**src/rtl/regfile_alu_sequencer.sv**
```systemverilog
// Command sequencer and execute stage for an 8x16 register file.
// For each accepted start it reads two source registers through the file's
// combinational read port, shifts B, runs the ALU, latches the result and flags,
// writes the result back, and then pulses done.
// Ports:
//   clk, rst_n         clock, asynchronous active-low reset
//   start              command request (sampled in IDLE only)
//   opcode, shift      ALU op (ADD/SUB/AND/NOT B), shift applied to B
//   rn, rm, rd         source A, source B, destination register indices
//   rf_data_out        register file read data (combinational from rf_readnum)
//   rf_readnum         register file read index
//   rf_writenum/rf_write/rf_data_in  register file write port
//   busy, done         command in progress / one-cycle completion pulse
//   z_flag, n_flag, v_flag  zero, negative, signed overflow of the last result
module regfile_alu_sequencer #(
  parameter int unsigned DATA_W = 16,
  parameter int unsigned ADDR_W = 3
) (
  input  logic              clk,
  input  logic              rst_n,
  input  logic              start,
  input  logic [1:0]        opcode,
  input  logic [1:0]        shift,
  input  logic [ADDR_W-1:0] rn,
  input  logic [ADDR_W-1:0] rm,
  input  logic [ADDR_W-1:0] rd,
  input  logic [DATA_W-1:0] rf_data_out,
  output logic [ADDR_W-1:0] rf_readnum,
  output logic [ADDR_W-1:0] rf_writenum,
  output logic              rf_write,
  output logic [DATA_W-1:0] rf_data_in,
  output logic              busy,
  output logic              done,
  output logic              z_flag,
  output logic              n_flag,
  output logic              v_flag
);

  localparam logic [1:0] OP_ADD = 2'b00;
  localparam logic [1:0] OP_SUB = 2'b01;
  localparam logic [1:0] OP_AND = 2'b10;

  localparam logic [1:0] SH_LSL = 2'b01;
  localparam logic [1:0] SH_LSR = 2'b10;
  localparam logic [1:0] SH_ASR = 2'b11;

  typedef enum logic [2:0] {
    IDLE = 3'd0,
    RD_A = 3'd1,
    RD_B = 3'd2,
    EXEC = 3'd3,
    WB   = 3'd4,
    DONE = 3'd5
  } state_t;

  state_t            state_q, state_d;
  logic [1:0]        opcode_q, opcode_d;
  logic [1:0]        shift_q, shift_d;
  logic [ADDR_W-1:0] rm_q, rm_d;
  logic [ADDR_W-1:0] rd_q, rd_d;
  logic [DATA_W-1:0] a_q, a_d;
  logic [DATA_W-1:0] b_q, b_d;
  logic [DATA_W-1:0] c_q, c_d;
  logic              z_q, z_d;
  logic              n_q, n_d;
  logic              v_q, v_d;
  logic [ADDR_W-1:0] readnum_q, readnum_d;
  logic              write_q, write_d;
  logic              busy_q, busy_d;
  logic              done_q, done_d;

  logic [DATA_W-1:0] bs_c;
  logic [DATA_W-1:0] alu_c;
  logic              ovf_c;

  // Barrel-free single-bit shifter on operand B
  always_comb begin
    bs_c = b_q;
    case (shift_q)
      SH_LSL:  bs_c = {b_q[DATA_W-2:0], 1'b0};
      SH_LSR:  bs_c = {1'b0, b_q[DATA_W-1:1]};
      SH_ASR:  bs_c = {b_q[DATA_W-1], b_q[DATA_W-1:1]};
      default: bs_c = b_q;
    endcase
  end

  // ALU result and signed overflow
  always_comb begin
    alu_c = '0;
    ovf_c = 1'b0;
    case (opcode_q)
      OP_ADD: begin
        alu_c = a_q + bs_c;
        ovf_c = (a_q[DATA_W-1] == bs_c[DATA_W-1]) && (alu_c[DATA_W-1] != a_q[DATA_W-1]);
      end
      OP_SUB: begin
        alu_c = a_q - bs_c;
        ovf_c = (a_q[DATA_W-1] != bs_c[DATA_W-1]) && (alu_c[DATA_W-1] != a_q[DATA_W-1]);
      end
      OP_AND:  alu_c = a_q & bs_c;
      default: alu_c = ~bs_c;
    endcase
  end

  // Next-state and registered-output logic
  always_comb begin
    state_d   = state_q;
    opcode_d  = opcode_q;
    shift_d   = shift_q;
    rm_d      = rm_q;
    rd_d      = rd_q;
    a_d       = a_q;
    b_d       = b_q;
    c_d       = c_q;
    z_d       = z_q;
    n_d       = n_q;
    v_d       = v_q;
    readnum_d = readnum_q;
    busy_d    = busy_q;
    write_d   = 1'b0;
    done_d    = 1'b0;

    case (state_q)
      IDLE: begin
        if (start) begin
          opcode_d  = opcode;
          shift_d   = shift;
          rm_d      = rm;
          rd_d      = rd;
          // rn only matters for the first read, so it goes straight to the port
          readnum_d = rn;
          busy_d    = 1'b1;
          state_d   = RD_A;
        end
      end
      RD_A: begin
        a_d       = rf_data_out;
        readnum_d = rm_q;
        state_d   = RD_B;
      end
      RD_B: begin
        b_d     = rf_data_out;
        state_d = EXEC;
      end
      EXEC: begin
        c_d     = alu_c;
        z_d     = (alu_c == '0);
        n_d     = alu_c[DATA_W-1];
        v_d     = ovf_c;
        write_d = 1'b1;
        state_d = WB;
      end
      WB: begin
        done_d  = 1'b1;
        busy_d  = 1'b0;
        state_d = DONE;
      end
      DONE: begin
        state_d = IDLE;
      end
      default: begin
        busy_d  = 1'b0;
        state_d = IDLE;
      end
    endcase
  end

  // State and datapath registers; reset also kills any pending write-back
  always_ff @(posedge clk or negedge rst_n) begin
    if (!rst_n) begin
      state_q   <= IDLE;
      opcode_q  <= '0;
      shift_q   <= '0;
      rm_q      <= '0;
      rd_q      <= '0;
      a_q       <= '0;
      b_q       <= '0;
      c_q       <= '0;
      z_q       <= 1'b0;
      n_q       <= 1'b0;
      v_q       <= 1'b0;
      readnum_q <= '0;
      write_q   <= 1'b0;
      busy_q    <= 1'b0;
      done_q    <= 1'b0;
    end else begin
      state_q   <= state_d;
      opcode_q  <= opcode_d;
      shift_q   <= shift_d;
      rm_q      <= rm_d;
      rd_q      <= rd_d;
      a_q       <= a_d;
      b_q       <= b_d;
      c_q       <= c_d;
      z_q       <= z_d;
      n_q       <= n_d;
      v_q       <= v_d;
      readnum_q <= readnum_d;
      write_q   <= write_d;
      busy_q    <= busy_d;
      done_q    <= done_d;
    end
  end

  assign rf_readnum  = readnum_q;
  assign rf_writenum = rd_q;
  assign rf_data_in  = c_q;
  assign rf_write    = write_q;
  assign busy        = busy_q;
  assign done        = done_q;
  assign z_flag      = z_q;
  assign n_flag      = n_q;
  assign v_flag      = v_q;

endmodule

```
**config.mk**
```make
export PLATFORM = sky130hd
export DESIGN_NAME = regfile_alu_sequencer
export DESIGN_NICKNAME = d
export VERILOG_FILES = /design/src/rtl/regfile_alu_sequencer.sv
export SDC_FILE = /design/constraint.sdc
export NUM_CORES = 1
export LEC_CHECK = 0
export BUFFER_PORTS_ARGS = -buffer_cell sky130_fd_sc_hd__buf_2
export CAP_MARGIN = 20
export CORE_MARGIN = 4
export CORE_UTILIZATION = 40
export DETAILED_ROUTE_END_ITERATION = 7
export PLACE_DENSITY = 0.63
export SLEW_MARGIN = 5
export SYNTH_ARGS = -nofsm -noshare
export SYNTH_HDL_FRONTEND = slang
export SYNTH_SLANG_ARGS = --single-unit
```
**constraint.sdc**
```tcl
create_clock -name clk -period 8.3 [get_ports clk]
set_input_delay 1.245 -clock clk [delete_from_list [all_inputs] [get_ports clk]]
set_output_delay 1.245 -clock clk [all_outputs]
set_load 0.01 [all_outputs]
```
After elaboration in Yosys (flattened, before gate mapping)

Index checks and enable logic that the tools add are counted.

Input port bits: 32
Bits in latches: 0
Output and inout bits: 28
Flip-flop bits (word level): 70
ROM bits: 0
Memories: 0
Memory bits (writable): 0
Logic and storage cells: 56

Reductions and logical operators: 10
Add/sub/neg operators: 2
Shift-type cells: 0
Multiply operators: 0
Divide/modulo/power cells: 0
Bitwise operators: 3
Magnitude comparators: 0
Multiplexer cells: 11
Equality and inequality tests: 15

Operators with widths:

| operator             | count |
|---|---|
| $pmux W16 S3         | 2 |
| $add A16 B16 Y16     | 1 |
| $and A16 B16 Y16     | 1 |
| $logic_not A16 Y1    | 1 |
| $not A16 Y16         | 1 |
| $sub A16 B16 Y16     | 1 |
| $pmux W3 S5          | 1 |
| $eq A2 B2 Y1 const B | 3 |
| $eq A3 B2 Y1 const B | 2 |
| $eq A3 B3 Y1 const B | 2 |
| $mux W3              | 2 |
| $pmux W3 S2          | 1 |
| $reduce_and A2 Y1    | 3 |
| $eq A2 B1 Y1 const B | 2 |
| $pmux W1 S2          | 2 |
| $reduce_or A4 Y1     | 1 |
| $eq A3 B1 Y1 const B | 1 |
| $logic_not A3 Y1     | 1 |
| $mux W1              | 3 |
| $ne A1 B1 Y1         | 3 |
| $logic_and A1 B1 Y1  | 2 |
| $logic_not A2 Y1     | 1 |
| $ne A2 B2 Y1 const B | 1 |
| $reduce_bool A2 Y1   | 1 |
| other kinds (2)      | 2 |

Longest topological paths before layout

Gate-level depths: netlist (run 1).

Word-level depth: 6
Mapped depth: 16
Gate-level depth less buffers: 14

Least setup slack after synthesis (run 1)

Ideal clock, no wire load.

Kind: register -> register
From: reg shift_q[0]
To: reg z_q (netlist: z_flag)
Clock period less this slack: 3.389 ns
Data required time: 8.234 ns
Library setup time: 0.066 ns
Stages on the path, launching flop included: 15
Path slack: 4.911 ns
Arrival time: 3.323 ns
Buffers on the path: 1
Cells stage by stage: dfrtp_1 -> buf_6 -> mux2_2 -> mux2i_1 -> inv_1 -> ha_1 -> or2_1 -> a2111oi_2 -> o31a_1 -> o211ai_1 -> a32o_1 -> a221o_1 -> nor4_2 -> nand4_1 -> nand2_1

Cells in the longest elaborated chain, start to end: 5
Elaborated cells between the ends (all ways): 10
Those cells by class: add/sub (2); eq/ne (3); mux (2); bitwise (2); reduce/logical (1)

Ends and longest elaborated chain:

| element                                        | RTL line | RTL |
|---|---|---|
| from (decl)                                    | 58       | `logic [1:0] shift_q, shift_d;` |
| from (signal assigned)                         | 189      | `shift_q <= shift_d;` |
| $eq A2 B2 Y1 or $eq A2 B1 Y1 (tied branches)   | 79       | `case (shift_q)` |
| $pmux W16 S3 *                                 | 79       |  |
| $sub A16 B16 Y16, or another cell as far along | 97       | `alu_c = a_q - bs_c;` |
| $pmux W16 S3 *                                 | 91       | `case (opcode_q)` |
| $logic_not A16 Y1 *                            | 147      | `z_d = (alu_c == '0);` |
| to (signal assigned)                           | 195      | `z_q <= z_d;` |
| to (decl)                                      | 64       | `logic z_q, z_d;` |

Mark *: on every way between the ends. The rest lies on a longest branch, timed or not.
A chain may end at the register's enable or synchronous reset.

Worst setup path in the final report (run 1)

Same ends and word-level chain as after synthesis.

==> metrics.md, run 1 <==
| Metric | Value |
|---|---|
| Post-placement worst setup slack | `3950 ps` |
| Die Y | `121 um` |
| Total number of H-tree levels | `3` |
| Type of element capturing the critical path | `flop` |
| Final WS setup | `3920 ps` |
| Fraction of synthesized area in multiplexers | `13.3%` |
| Pre-antenna DRT Iters | `5` |
| Count of distinct cell types in the synthesized netlist | `66` |
| Post-route antenna net violation count | `0` |
| Number of diodes | `0` |
| FFs w/ async S/R, synth | `100%` |
| Clock-pin transition on the worst setup and hold timing paths | `60 ps` |
| RSZ-0062 raised after global routing | `no` |
| Cell family with the largest share of critical-path delay | `compound AO/OA/AOI/OAI gates` |
| Count of hold buffers inserted by post-cts repair | `0` |
| Yosys warning count | `0` |
| Register bit total from synthesis | `69` |
| Clock root cell | `sky130_fd_sc_hd__clkbuf_16` |
| First-pass GRT wire length | `21.6 mm` |
| Synthesized net count | `646` |
| CP Cell Sequence | `mux2_2 -> mux2i_1 -> inv_1 -> ha_1 -> or2_1 -> a2111oi_2 -> o31a_1 -> o211ai_1 -> a32o_1 -> a221o_1 -> nor4_2 -> nand4_1 -> nand2_1` |
| CP max-delay cell | `sky130_fd_sc_hd__dfrtp_1` |
| Largest net degree at the start of global routing | `70` |
| GRT Util Overall | `18.4%` |
| FILL cells | `1243` |
| Status | `complete, no violations` |
| Number of pins with negative max-slew slack in the final report | `0` |
| Io pins | `60` |
| Sequential fraction of the synthesis area | `33.6%` |
| Synthesized-area fraction occupied by adder cells | `9.30%` |
| Leading register cell type out of synthesis | `sky130_fd_sc_hd__dfrtp_1` |
| Final Wtd Congestion | `0.940` |
| PostCTS Resize Cnt | `0` |
| Ratio of final minimum period to clock period | `52.8%` |
| Final setup fails | `0` |
| Main combinational cell family by area after synthesis | `compound AO/OA/AOI/OAI gates` |
| Port Buffer Count | `59` |
| Achievable Freq | `228 MHz` |
| Worst endpoint required time | `8580 ps` |
| Post-synthesis area per instance | `8.91 um^2` |
| Worst-skew pair later-pin latency | `340 ps` |
| Die W | `121 um` |
| Post-synthesis compound-gate area fraction | `20.8%` |
| Final setup skew | `5.10 ps` |
| Clock tree from TritonCTS | `built` |
| Share of post-route cells with drive strength above 1 | `21.2%` |
| Half-perimeter wire length after placement | `9.93 mm` |
| Worst Max-Slew Pin Slew | `924 ps` |
| Core Footprint | `12600 um^2` |
| Die area | `14700 um^2` |
| Number of clock buffers inserted by TritonCTS | `9` |
| Finished Cell Area | `5920 um^2` |
| Placed Area | `5570 um^2` |
| Setup Total Neg Slack | `0 ps` |
| Max stage delay on crit path | `870 ps` |
| Type of the worst min-delay path | `flop to flop` |
| Effective utilization at floorplan | `40.7%` |
| Via count of the first global-routing pass | `4234` |
| Xor-xnor portion of the synthesized cell area | `1.36%` |
| Violation count after the first detailed-route iteration | `262` |
| Relative max-transition margin | `38.3%` |
| Post-synthesis share of cell area spent on and, or, nand and nor gates | `16.1%` |
| Number of flops mapped to enable cells by yosys | `0` |
| Per-cell routed wire length | `16.3 um` |
| Post-CTS setup buffers | `0` |
| Critical Path Source Type | `flop` |
| Final nets | `691` |
| Worst endpoint data arrival time | `4660 ps` |
| Buffers from clock root to sink, at most | `2` |
| Initial antenna violation count | `0` |
| Overflow left after global routing | `0` |
| Hold slack final | `467 ps` |
| DRC | `0` |
| Number of cell rows | `41` |
| Layout area overhead | `15.1%` |
| Clock sink total | `69` |
| Hold Fails Final Rpt | `0` |
| Final Routed Wirelength | `13.1 mm` |
| Number of vias per cell | `5.60` |
| Minimum period implied by the final worst setup slack | `4380 ps` |
| Detailed-route via count | `4472` |
| Critical path peak fanout | `19` |
| Cells after synthesis | `577` |
| Total of max-cap violations | `0` |
| Worst Setup Path Type | `flop to flop` |
| Crit path buf inv count | `1` |
| Combined area of all synthesized cells | `5140 um^2` |
[worst paths after layout]
path                       slack [ps]                          to                       start  depth (start not counted)
max in group asynchronous        6660          b_q[9]$_DFFE_PN0P_                       rst_n                          2
min                               470  rf_data_in[10]$_DFFE_PN0P_  rf_data_in[10]$_DFFE_PN0P_                          1
max                              3920          z_flag$_DFFE_PN0P_      shift_q[0]$_DFFE_PN0P_                         13
min reg2reg                       470  rf_data_in[10]$_DFFE_PN0P_  rf_data_in[10]$_DFFE_PN0P_                          1
min in group asynchronous        1100  rf_writenum[1]$_DFFE_PN0P_                       rst_n                          2
max reg2reg                      3920          z_flag$_DFFE_PN0P_      shift_q[0]$_DFFE_PN0P_                         13
[final cells by class]
cell class / instances / area, um^2 / share of cell area, %
multi-input cells: 438 / 3140 / 53.0
flip-flops and latches: 69 / 1730 / 29.2
repair buffers: 66 / 348 / 5.88
clock buffers: 11 / 243 / 4.10
well taps: 172 / 215 / 3.64
inverters: 38 / 143 / 2.41
clock inverters: 5 / 106 / 1.80
[flip-flops by register name (all words and copies together), names as in the netlist]
signal / cells
a_q: 16
rf_data_in: 16
opcode_q: 2
rf_write: 1
z_flag: 1
b_q: 16
busy: 1
v_flag: 1
rm_q: 3
rf_readnum: 3
rf_writenum: 3
shift_q: 2
state_q: 3
done: 1
[kinds of logic after synthesis]
kind of cell	Yosys count
AND/OR/NAND/NOR	170
AO/OA/AOI/OAI	160
buffers and inverters	70
flip-flops	69
multiplexers	63
adder cells (fa/ha/maj)	37
XOR/XNOR	8
[synthesized netlist by cell type, types with 6 or more instances]
cell                       count  share of area [%]
sky130_fd_sc_hd__inv_1        37                2.7
sky130_fd_sc_hd__a21oi_1      26                2.5
sky130_fd_sc_hd__nor4_1        7               0.85
sky130_fd_sc_hd__mux2_2       41                9.0
sky130_fd_sc_hd__nor3_1       13                1.3
sky130_fd_sc_hd__a31oi_1       7               0.85
sky130_fd_sc_hd__a211oi_1     15                2.2
sky130_fd_sc_hd__xnor2_1       8                1.4
sky130_fd_sc_hd__mux2i_1      21                4.1
sky130_fd_sc_hd__buf_2        10               0.97
sky130_fd_sc_hd__nand3_1      10               0.97
sky130_fd_sc_hd__nand2_1      59                4.3
sky130_fd_sc_hd__o31ai_1       9                1.3
sky130_fd_sc_hd__dfrtp_1      69                 34
sky130_fd_sc_hd__o211ai_1      6               0.88
sky130_fd_sc_hd__clkbuf_1     18                1.3
sky130_fd_sc_hd__a21o_1        6               0.88
sky130_fd_sc_hd__nand2b_1      8               0.97
sky130_fd_sc_hd__nor2_1       35                2.6
sky130_fd_sc_hd__o21ai_0      48                4.7
sky130_fd_sc_hd__ha_1         35                8.5
[worst reg2reg max path, stage by stage (launching register included)]
cell and delay (ps):
sky130_fd_sc_hd__dfrtp_1 870, sky130_fd_sc_hd__mux2_2 410, sky130_fd_sc_hd__mux2i_1 370, sky130_fd_sc_hd__inv_1 150
sky130_fd_sc_hd__ha_1 330, sky130_fd_sc_hd__or2_1 270, sky130_fd_sc_hd__a2111oi_2 440, sky130_fd_sc_hd__o31a_1 330
sky130_fd_sc_hd__o211ai_1 170, sky130_fd_sc_hd__a32o_1 270, sky130_fd_sc_hd__a221o_1 280, sky130_fd_sc_hd__nor4_2 230
sky130_fd_sc_hd__nand4_1 120, sky130_fd_sc_hd__nand2_1 70
[layout by cell type (no fill, tap or decap), types with 6 or more instances in the layout]
master	instances
sky130_fd_sc_hd__o31ai_1	9
sky130_fd_sc_hd__nand2_1	59
sky130_fd_sc_hd__xnor2_1	8
sky130_fd_sc_hd__nor2_1	35
sky130_fd_sc_hd__ha_1	35
sky130_fd_sc_hd__nand2b_1	8
sky130_fd_sc_hd__nor3_1	13
sky130_fd_sc_hd__a211oi_1	15
sky130_fd_sc_hd__mux2i_1	21
sky130_fd_sc_hd__clkbuf_16	9
sky130_fd_sc_hd__nor4_1	7
sky130_fd_sc_hd__mux2_2	41
sky130_fd_sc_hd__o211ai_1	6
sky130_fd_sc_hd__inv_1	37
sky130_fd_sc_hd__a21oi_1	26
sky130_fd_sc_hd__buf_4	7
sky130_fd_sc_hd__o21ai_0	48
sky130_fd_sc_hd__a21o_1	6
sky130_fd_sc_hd__dfrtp_1	69
sky130_fd_sc_hd__nand3_1	10
sky130_fd_sc_hd__buf_2	59
sky130_fd_sc_hd__a31oi_1	7
[per-stage QoR]
stage	utilization [%]	instances
CTS	46.9	799
global route	46.9	799
floorplan	-	577
finish	46.9	799
global placement	44.1	783
detailed placement	44.1	783
[routing by layer]
metal | GRT usage, % | share of wire [%] | up-vias
met5 | 0 | 0 | -
met4 | 7.84 | 2.4 | 0
met2 | 26.9 | 43 | 135
li1 | - | - | 2189
met1 | 27.3 | 49 | 2129
met3 | 1.96 | 5.4 | 19
Power of run 1 is left out: the tool's default activity adds up to more than one toggle a clock period on the data nets, which glitch-free logic cannot reach.
==> run 2, diff against run 1 <==
- ABC_AREA: default -> 1
- clock period: 8.3 -> 4.3 ns (I/O delays scaled with it)
==> metrics.md, run 2 <==
| Metric | Value |
|---|---|
| Status | `complete, no violations` |
| Type of element capturing the critical path | `flop` |
| Worst Setup Path Type | `flop to flop` |
| Port Buffer Count | `59 (unchanged)` |
| Setup Total Neg Slack | `0 ps (unchanged)` |
| Clock tree from TritonCTS | `built` |
| Violation count after the first detailed-route iteration | `371 (+42%)` |
| Per-cell routed wire length | `15.3 um (-6.5%)` |
| Initial antenna violation count | `0 (unchanged)` |
| Combined area of all synthesized cells | `5450 um^2 (+6.0%)` |
| DRC | `0 (unchanged)` |
| Minimum period implied by the final worst setup slack | `3470 ps (-914 ps)` |
| Number of cell rows | `42 (+2.4%)` |
| Most numerous cell in the Yosys netlist | `sky130_fd_sc_hd__nand2_1` |
| Final setup fails | `0 (unchanged)` |
| Met2 track demand over resource | `33.8% (+6.9 points)` |
| Yosys warning count | `0 (unchanged)` |
| Number of clock buffers inserted by TritonCTS | `9 (unchanged)` |
| Area share of the leading cell type in the synthesized netlist | `31.7% (-1.9 points)` |
| Layout area overhead | `12.7%` |
| Global routing's busiest layer | `met2` |
| Die W | `125 um (+2.7%)` |
| Final nets | `952 (+38%)` |
| Via count of the first global-routing pass | `5256 (+24%)` |
| Worst Max-Slew Pin Slew | `1030 ps (+102 ps)` |
| Count of hold buffers inserted by post-cts repair | `0 (unchanged)` |
| FFs w/ async S/R, synth | `100% (unchanged)` |
| Ratio of final minimum period to clock period | `80.6% (+28 points)` |
| Total of max-cap violations | `0 (unchanged)` |
| Die Y | `125 um (+2.7%)` |
| PostCTS Resize Cnt | `0 (unchanged)` |
| Worst-skew pair later-pin latency | `340 ps (about the same)` |
| Most frequent cells in the layout | `sky130_fd_sc_hd__nand2_1, sky130_fd_sc_hd__inv_1, sky130_fd_sc_hd__nand3_1` |
| Clock-pin transition on the worst setup and hold timing paths | `60 ps (about the same)` |
| Register bit total from synthesis | `69 (unchanged)` |
| Post-synthesis area per instance | `6.52 um^2 (-27%)` |
| Post-CTS setup buffers | `0 (unchanged)` |
| Clock root cell | `sky130_fd_sc_hd__clkbuf_16` |
| Sequential fraction of the synthesis area | `31.7% (-1.9 points)` |
| Type of the worst min-delay path | `input port to async pin` |
| GRT Util Overall | `21.2% (+2.9 points)` |
| Met3 demand-to-capacity share in global routing | `3.86% (+1.9 points)` |
| Die area | `15500 um^2 (+5.6%)` |
| Start point of the critical path | `shift_q[1]$_DFFE_PN0P_` |
| Io pins | `60 (unchanged)` |
| Leading register cell type out of synthesis | `sky130_fd_sc_hd__dfrtp_1` |
| Number of diodes | `0 (unchanged)` |
| Final Routed Wirelength | `16.3 mm (+25%)` |
| Number of vias per cell | `5.13 (-8.3%)` |
| Number of flops mapped to enable cells by yosys | `0 (unchanged)` |
| Relative max-transition margin | `31.4% (-6.9 points)` |
| Overflow left after global routing | `0 (unchanged)` |
| Worst endpoint data arrival time | `3750 ps (-910 ps)` |
| Count of distinct cell types in the synthesized netlist | `39 (-41%)` |
| R2R depth | `19 (+6)` |
| Largest net degree at the start of global routing | `40 (-43%)` |
| Cells after synthesis | `835 (+45%)` |
| RSZ-0062 raised after global routing | `no` |
| Effective utilization at floorplan | `41.0% (+0.24 points)` |
| Post-route antenna net violation count | `0 (unchanged)` |
| Largest area contributor in the synthesized netlist | `sky130_fd_sc_hd__dfrtp_1` |
| Detailed-route via count | `5462 (+22%)` |
| Core Footprint | `13300 um^2 (+5.4%)` |
| Number of pins with negative max-slew slack in the final report | `0 (unchanged)` |
| Share of post-route cells with drive strength above 1 | `11.7% (-9.5 points)` |
| Commonest non-fill, non-tap cell in the layout | `sky130_fd_sc_hd__nand2_1` |
| Leading post-synthesis cells by instance count | `sky130_fd_sc_hd__nand2_1, sky130_fd_sc_hd__inv_1, sky130_fd_sc_hd__nand3_1` |
| Cells taking the most area after synthesis | `sky130_fd_sc_hd__dfrtp_1, sky130_fd_sc_hd__nand2_1, sky130_fd_sc_hd__inv_1, sky130_fd_sc_hd__nand3_1, sky130_fd_sc_hd__ha_1` |
| Worst endpoint required time | `4580 ps (-4000 ps)` |
| Hold Fails Final Rpt | `0 (unchanged)` |
| Critical path peak fanout | `12 (-7)` |
| Synthesized net count | `904 (+40%)` |
| Total number of H-tree levels | `3 (unchanged)` |
| Clock sink total | `69 (unchanged)` |
| Met1 track utilization from global routing | `29.3% (+2.0 points)` |
| Pre-antenna DRT Iters | `5 (unchanged)` |
| First-pass GRT wire length | `26.8 mm (+24%)` |
| Achievable Freq | `288 MHz (+26%)` |
| Half-perimeter wire length after placement | `13.0 mm (+31%)` |
| RR Endpoint | `z_flag$_DFFE_PN0P_` |
| Final setup skew | `11.3 ps (+6.22 ps)` |
| Start of the worst register-to-register path | `shift_q[1]$_DFFE_PN0P_` |
| R2R Setup Slk | `830 ps (-3090 ps)` |
| Final Wtd Congestion | `0.976 (+3.9%)` |
| Buffers from clock root to sink, at most | `2 (unchanged)` |
| Critical Path Source Type | `flop` |
[run 2: cell count changes after synthesis, moves of 10 or more]
cell	change
sky130_fd_sc_hd__mux2i_1	-21
sky130_fd_sc_hd__a211oi_1	-15
sky130_fd_sc_hd__inv_1	+86
sky130_fd_sc_hd__nand2_1	+220
sky130_fd_sc_hd__o21ai_0	+12
sky130_fd_sc_hd__mux2_2	-41
sky130_fd_sc_hd__nand4_1	+10
sky130_fd_sc_hd__nand3_1	+78
sky130_fd_sc_hd__nor2_1	+27
[run 2: worst max-delay path: stages, from the launching register on]
cell                      delay, ps
sky130_fd_sc_hd__dfrtp_1        580
sky130_fd_sc_hd__inv_1          300
sky130_fd_sc_hd__or2_2          340
sky130_fd_sc_hd__nand3_1        140
sky130_fd_sc_hd__inv_1           80
sky130_fd_sc_hd__ha_1           480
sky130_fd_sc_hd__inv_2           90
sky130_fd_sc_hd__nand2_1         70
sky130_fd_sc_hd__nand2_1        100
sky130_fd_sc_hd__inv_1           70
sky130_fd_sc_hd__nand3_1        200
sky130_fd_sc_hd__nor2_1         150
sky130_fd_sc_hd__nor2_1          50
sky130_fd_sc_hd__nand2_1         70
sky130_fd_sc_hd__nand3_1         80
sky130_fd_sc_hd__o21ai_0        240
sky130_fd_sc_hd__nand3_1        150
sky130_fd_sc_hd__nor2_1         110
sky130_fd_sc_hd__nand3_1         70
sky130_fd_sc_hd__nand2_1         60
[run 2: logic make-up after synthesis]
logic type | Yosys count | share of synthesized area, %
AND/OR/NAND/NOR | 463 | 35.8
AO/OA/AOI/OAI | 110 | 11.6
flip-flops | 69 | 31.7
adder cells (fa/ha/maj) | 37 | 8.78
buffers and inverters | 156 | 12.2
[run 2: per-layer routing]
layer / part of all wire (%) / vias to the layer above
met5: 0 / -
met4: 2.8 / 0
met3: 6.6 / 31
met2: 44 / 190
met1: 46 / 2491
li1: - / 2750
[run 2: layout make-up]
class / count / area [um^2]
clock buffers: 10 / 239
clock inverters: 6 / 71.3
fillers: 1404 / 7150
inverters: 130 / 493
multi-input cells: 610 / 3060
flip-flops and latches: 69 / 1730
well taps: 176 / 220
repair buffers: 63 / 333
[run 2: how the worst max path moves through the flow]
| stage | endpoint | slack [ps] | cells after the start |
|---|---|---|---|
| 2_1_floorplan | z_flag$_DFFE_PN0P_ | 1820 | 20 |
| 3_3_place_gp | z_flag$_DFFE_PN0P_ | 830 | 19 |
| 3_5_place_dp | z_flag$_DFFE_PN0P_ | 850 | 19 |
| 4_1_cts | z_flag$_DFFE_PN0P_ | 860 | 19 |
| 5_1_grt | z_flag$_DFFE_PN0P_ | 480 | 18 |
| 6_report | z_flag$_DFFE_PN0P_ | 830 | 19 |
[run 2: through the flow]
stage	instances	hold slack (ps)	worst slack (ps)	cell area, um^2	utilization, %
floorplan	835	349	1820	5450	-
global placement	1047	451	834	5820	43.7
detailed placement	1047	457	853	5820	43.7
CTS	1063	457	859	6130	46.1
global route	1064	491	480	6140	46.2
finish	1064	431	832	6140	46.2
Power of run 2 is left out for the same reason.
==> run 3, diff against run 2 <==
- ABC_AREA: 1 -> 0
- PLACE_DENSITY: 0.63 -> 0.65
- clock period: 4.3 -> 3.1 ns (I/O delays scaled with it)
==> metrics.md, run 3 (synthesized netlist as in run 1, its figures left out) <==
| Metric | Value |
|---|---|
| Status | `finished, violations left` |
| Failing checks | `setup timing` |
| Number of diodes | `0 (unchanged)` |
| RSZ-0062 raised after global routing | `yes` |
| Number of cell rows | `41 (-2.4%)` |
| Final nets | `808 (-15%)` |
| Final Routed Wirelength | `14.8 mm (-8.7%)` |
| GRT Util Overall | `20.3% (-0.91 points)` |
| Type of element capturing the critical path | `flop` |
| Relative max-transition margin | `64.4% (+33 points)` |
| CP Cell Sequence | `mux2_4 -> mux2i_4 -> inv_2 -> ha_4 -> or2_4 -> a2111oi_4 -> o31a_1 -> o211ai_1 -> a32o_1 -> a221o_1 -> nor4_2 -> nand4_1 -> nand2_1` |
| Commonest non-fill, non-tap cell in the layout | `sky130_fd_sc_hd__buf_4` |
| Via count of the first global-routing pass | `4843 (-7.9%)` |
| Ratio of final minimum period to clock period | `106% (+25 points)` |
| Total number of H-tree levels | `3 (unchanged)` |
| Start point of the critical path | `shift_q[0]$_DFFE_PN0P_` |
| Layout area overhead | `40.5%` |
| Max stage delay on crit path | `440 ps (-140 ps)` |
| Worst Max-Slew Pin Slew | `532 ps (-494 ps)` |
| Achievable Freq | `304 MHz (+5.5%)` |
| First-pass GRT wire length | `23.8 mm (-11%)` |
| Worst Setup Path Type | `flop to flop` |
| Crit path buf inv count | `1 (-3)` |
| Worst endpoint required time | `3380 ps (-1200 ps)` |
| R2R depth | `13 (-6)` |
| Most frequent cells in the layout | `sky130_fd_sc_hd__buf_4, sky130_fd_sc_hd__dfrtp_1, sky130_fd_sc_hd__nand2_1, sky130_fd_sc_hd__buf_2, sky130_fd_sc_hd__mux2_2` |
| Violation count after the first detailed-route iteration | `279 (-25%)` |
| Die area | `14700 um^2 (-5.3%)` |
| Share of post-route cells with drive strength above 1 | `41.9% (+30 points)` |
| Die Y | `121 um (-2.7%)` |
| Clock tree from TritonCTS | `built` |
| Number of cells after detailed placement | `894 (-15%)` |
| Final WS setup | `-186 ps (-1020 ps)` |
| Clock-pin transition on the worst setup and hold timing paths | `60 ps (about the same)` |
| Number of standard cells in the layout, taps in and fillers out | `915 (-14%)` |
| Buffers from clock root to sink, at most | `2 (unchanged)` |
| Critical Path Source Type | `flop` |
| Pre-antenna DRT Iters | `4 (-1)` |
| Start of the worst register-to-register path | `shift_q[0]$_DFFE_PN0P_` |
| Die W | `121 um (-2.7%)` |
| Minimum period implied by the final worst setup slack | `3290 ps (-182 ps)` |
| Cell family with the largest share of critical-path delay | `compound AO/OA/AOI/OAI gates` |
| Clock root cell | `sky130_fd_sc_hd__clkbuf_16` |
| Core Footprint | `12600 um^2 (-5.1%)` |
| Post-placement worst setup slack | `-339 ps (-1190 ps)` |
| Effective utilization at floorplan | `40.7% (-0.24 points)` |
| Hold Fails Final Rpt | `0 (unchanged)` |
| Worst endpoint data arrival time | `3560 ps (-190 ps)` |
| Number of clock buffers inserted by TritonCTS | `9 (unchanged)` |
| DRC | `0 (unchanged)` |
| Post-route antenna net violation count | `0 (unchanged)` |
| Count of hold buffers inserted by post-cts repair | `0 (unchanged)` |
| Final Wtd Congestion | `0.931 (-4.7%)` |
| Worst-skew pair later-pin latency | `340 ps (about the same)` |
| RR Endpoint | `z_flag$_DFFE_PN0P_` |
| Overflow left after global routing | `0 (unchanged)` |
| Largest net degree at the start of global routing | `41 (+2.5%)` |
| Io pins | `60 (unchanged)` |
| Port Buffer Count | `59 (unchanged)` |
| Per-cell routed wire length | `16.2 um (+6.2%)` |
| Detailed-route via count | `4935 (-9.6%)` |
| Setup Total Neg Slack | `-439 ps (-439 ps)` |
| Critical path peak fanout | `5 (-7)` |
| Final setup fails | `5 (+5)` |
| Clock sink total | `69 (unchanged)` |
| Half-perimeter wire length after placement | `11.5 mm (-11%)` |
| Final setup skew | `10.7 ps (-0.633 ps)` |
| FILL cells | `1113 (-21%)` |
| CP max-delay cell | `sky130_fd_sc_hd__dfrtp_2` |
| R2R Setup Slk | `-190 ps (-1020 ps)` |
| Type of the worst min-delay path | `input port to async pin` |
| Total of max-cap violations | `0 (unchanged)` |
| Initial antenna violation count | `0 (unchanged)` |
| Number of vias per cell | `5.39 (+5.1%)` |
| Number of pins with negative max-slew slack in the final report | `0 (unchanged)` |
==> run 3: cell types whose count changed in the layout (fill, tap and decap cells not counted), sizes merged, moves of 9 or more <==
cell / delta
nand4: -10
mux2i: +21
mux2: +42
nor2: -30
o31ai: +9
buf: +120
inv: -93
o21ai: -11
nand3: -79
nor3: +9
a211oi: +15
nand2: -226
==> run 3: worst max path at each step <==
| stage | end | slack [ps] | cells after the start |
|---|---|---|---|
| floorplan | z_flag$_DFFE_PN0P_ | 10 | 14 |
| global placement | z_flag$_DFFE_PN0P_ | -270 | 13 |
| detailed placement | z_flag$_DFFE_PN0P_ | -340 | 15 |
| CTS | z_flag$_DFFE_PN0P_ | -180 | 13 |
| global route | z_flag$_DFFE_PN0P_ | -280 | 13 |
| finish | z_flag$_DFFE_PN0P_ | -190 | 13 |
==> run 3: final cells by class <==
| type | instances | area [um^2] | share of cell area, % |
|---|---|---|---|
| multi-input cells | 438 | 3600 | 49.9 |
| flip-flops and latches | 69 | 1730 | 23.9 |
| repair buffers | 183 | 1250 | 17.4 |
| clock buffers | 10 | 239 | 3.31 |
| well taps | 172 | 215 | 2.98 |
| inverters | 38 | 143 | 1.98 |
| clock inverters | 5 | 37.5 | 0.520 |
==> run 3: through the flow <==
step	util, %	area, um^2	hold slack, ps
6_report	57.2	7220	79.1
3_5_place_dp	51.4	6480	452
2_1_floorplan	-	5210	169
3_3_place_gp	51.4	6480	445
5_1_grt	57.2	7220	114
4_1_cts	54.1	6820	93.7
==> run 3: timing repair <==
item                                    4_1_cts  5_1_grt
pin swaps                                    15       37
resized for setup                            16       70
endpoints found under the setup margin        9       12
buffers inserted                              1        7
==> run 3: worst reg2reg max path: cells and delay by family (launching register included) <==
| kind | cells | cell delay [ps] |
|---|---|---|
| flops | 1 | 440 |
| simple gates | 4 | 640 |
| fa+ha+maj | 1 | 260 |
| compound gates | 5 | 1310 |
| mux | 2 | 490 |
| buf+inv | 1 | 80 |
==> run 3: routing by layer <==
layer / vias up / global-route usage [%] / part of all wire, %
li1: 2412 / - / -
met1: 2338 / 29.0 / 47
met2: 151 / 30.4 / 44
met3: 34 / 3.54 / 6.4
met4: 0 / 8.54 / 2.8
met5: - / 0 / 0
Power of run 3 is left out for the same reason.
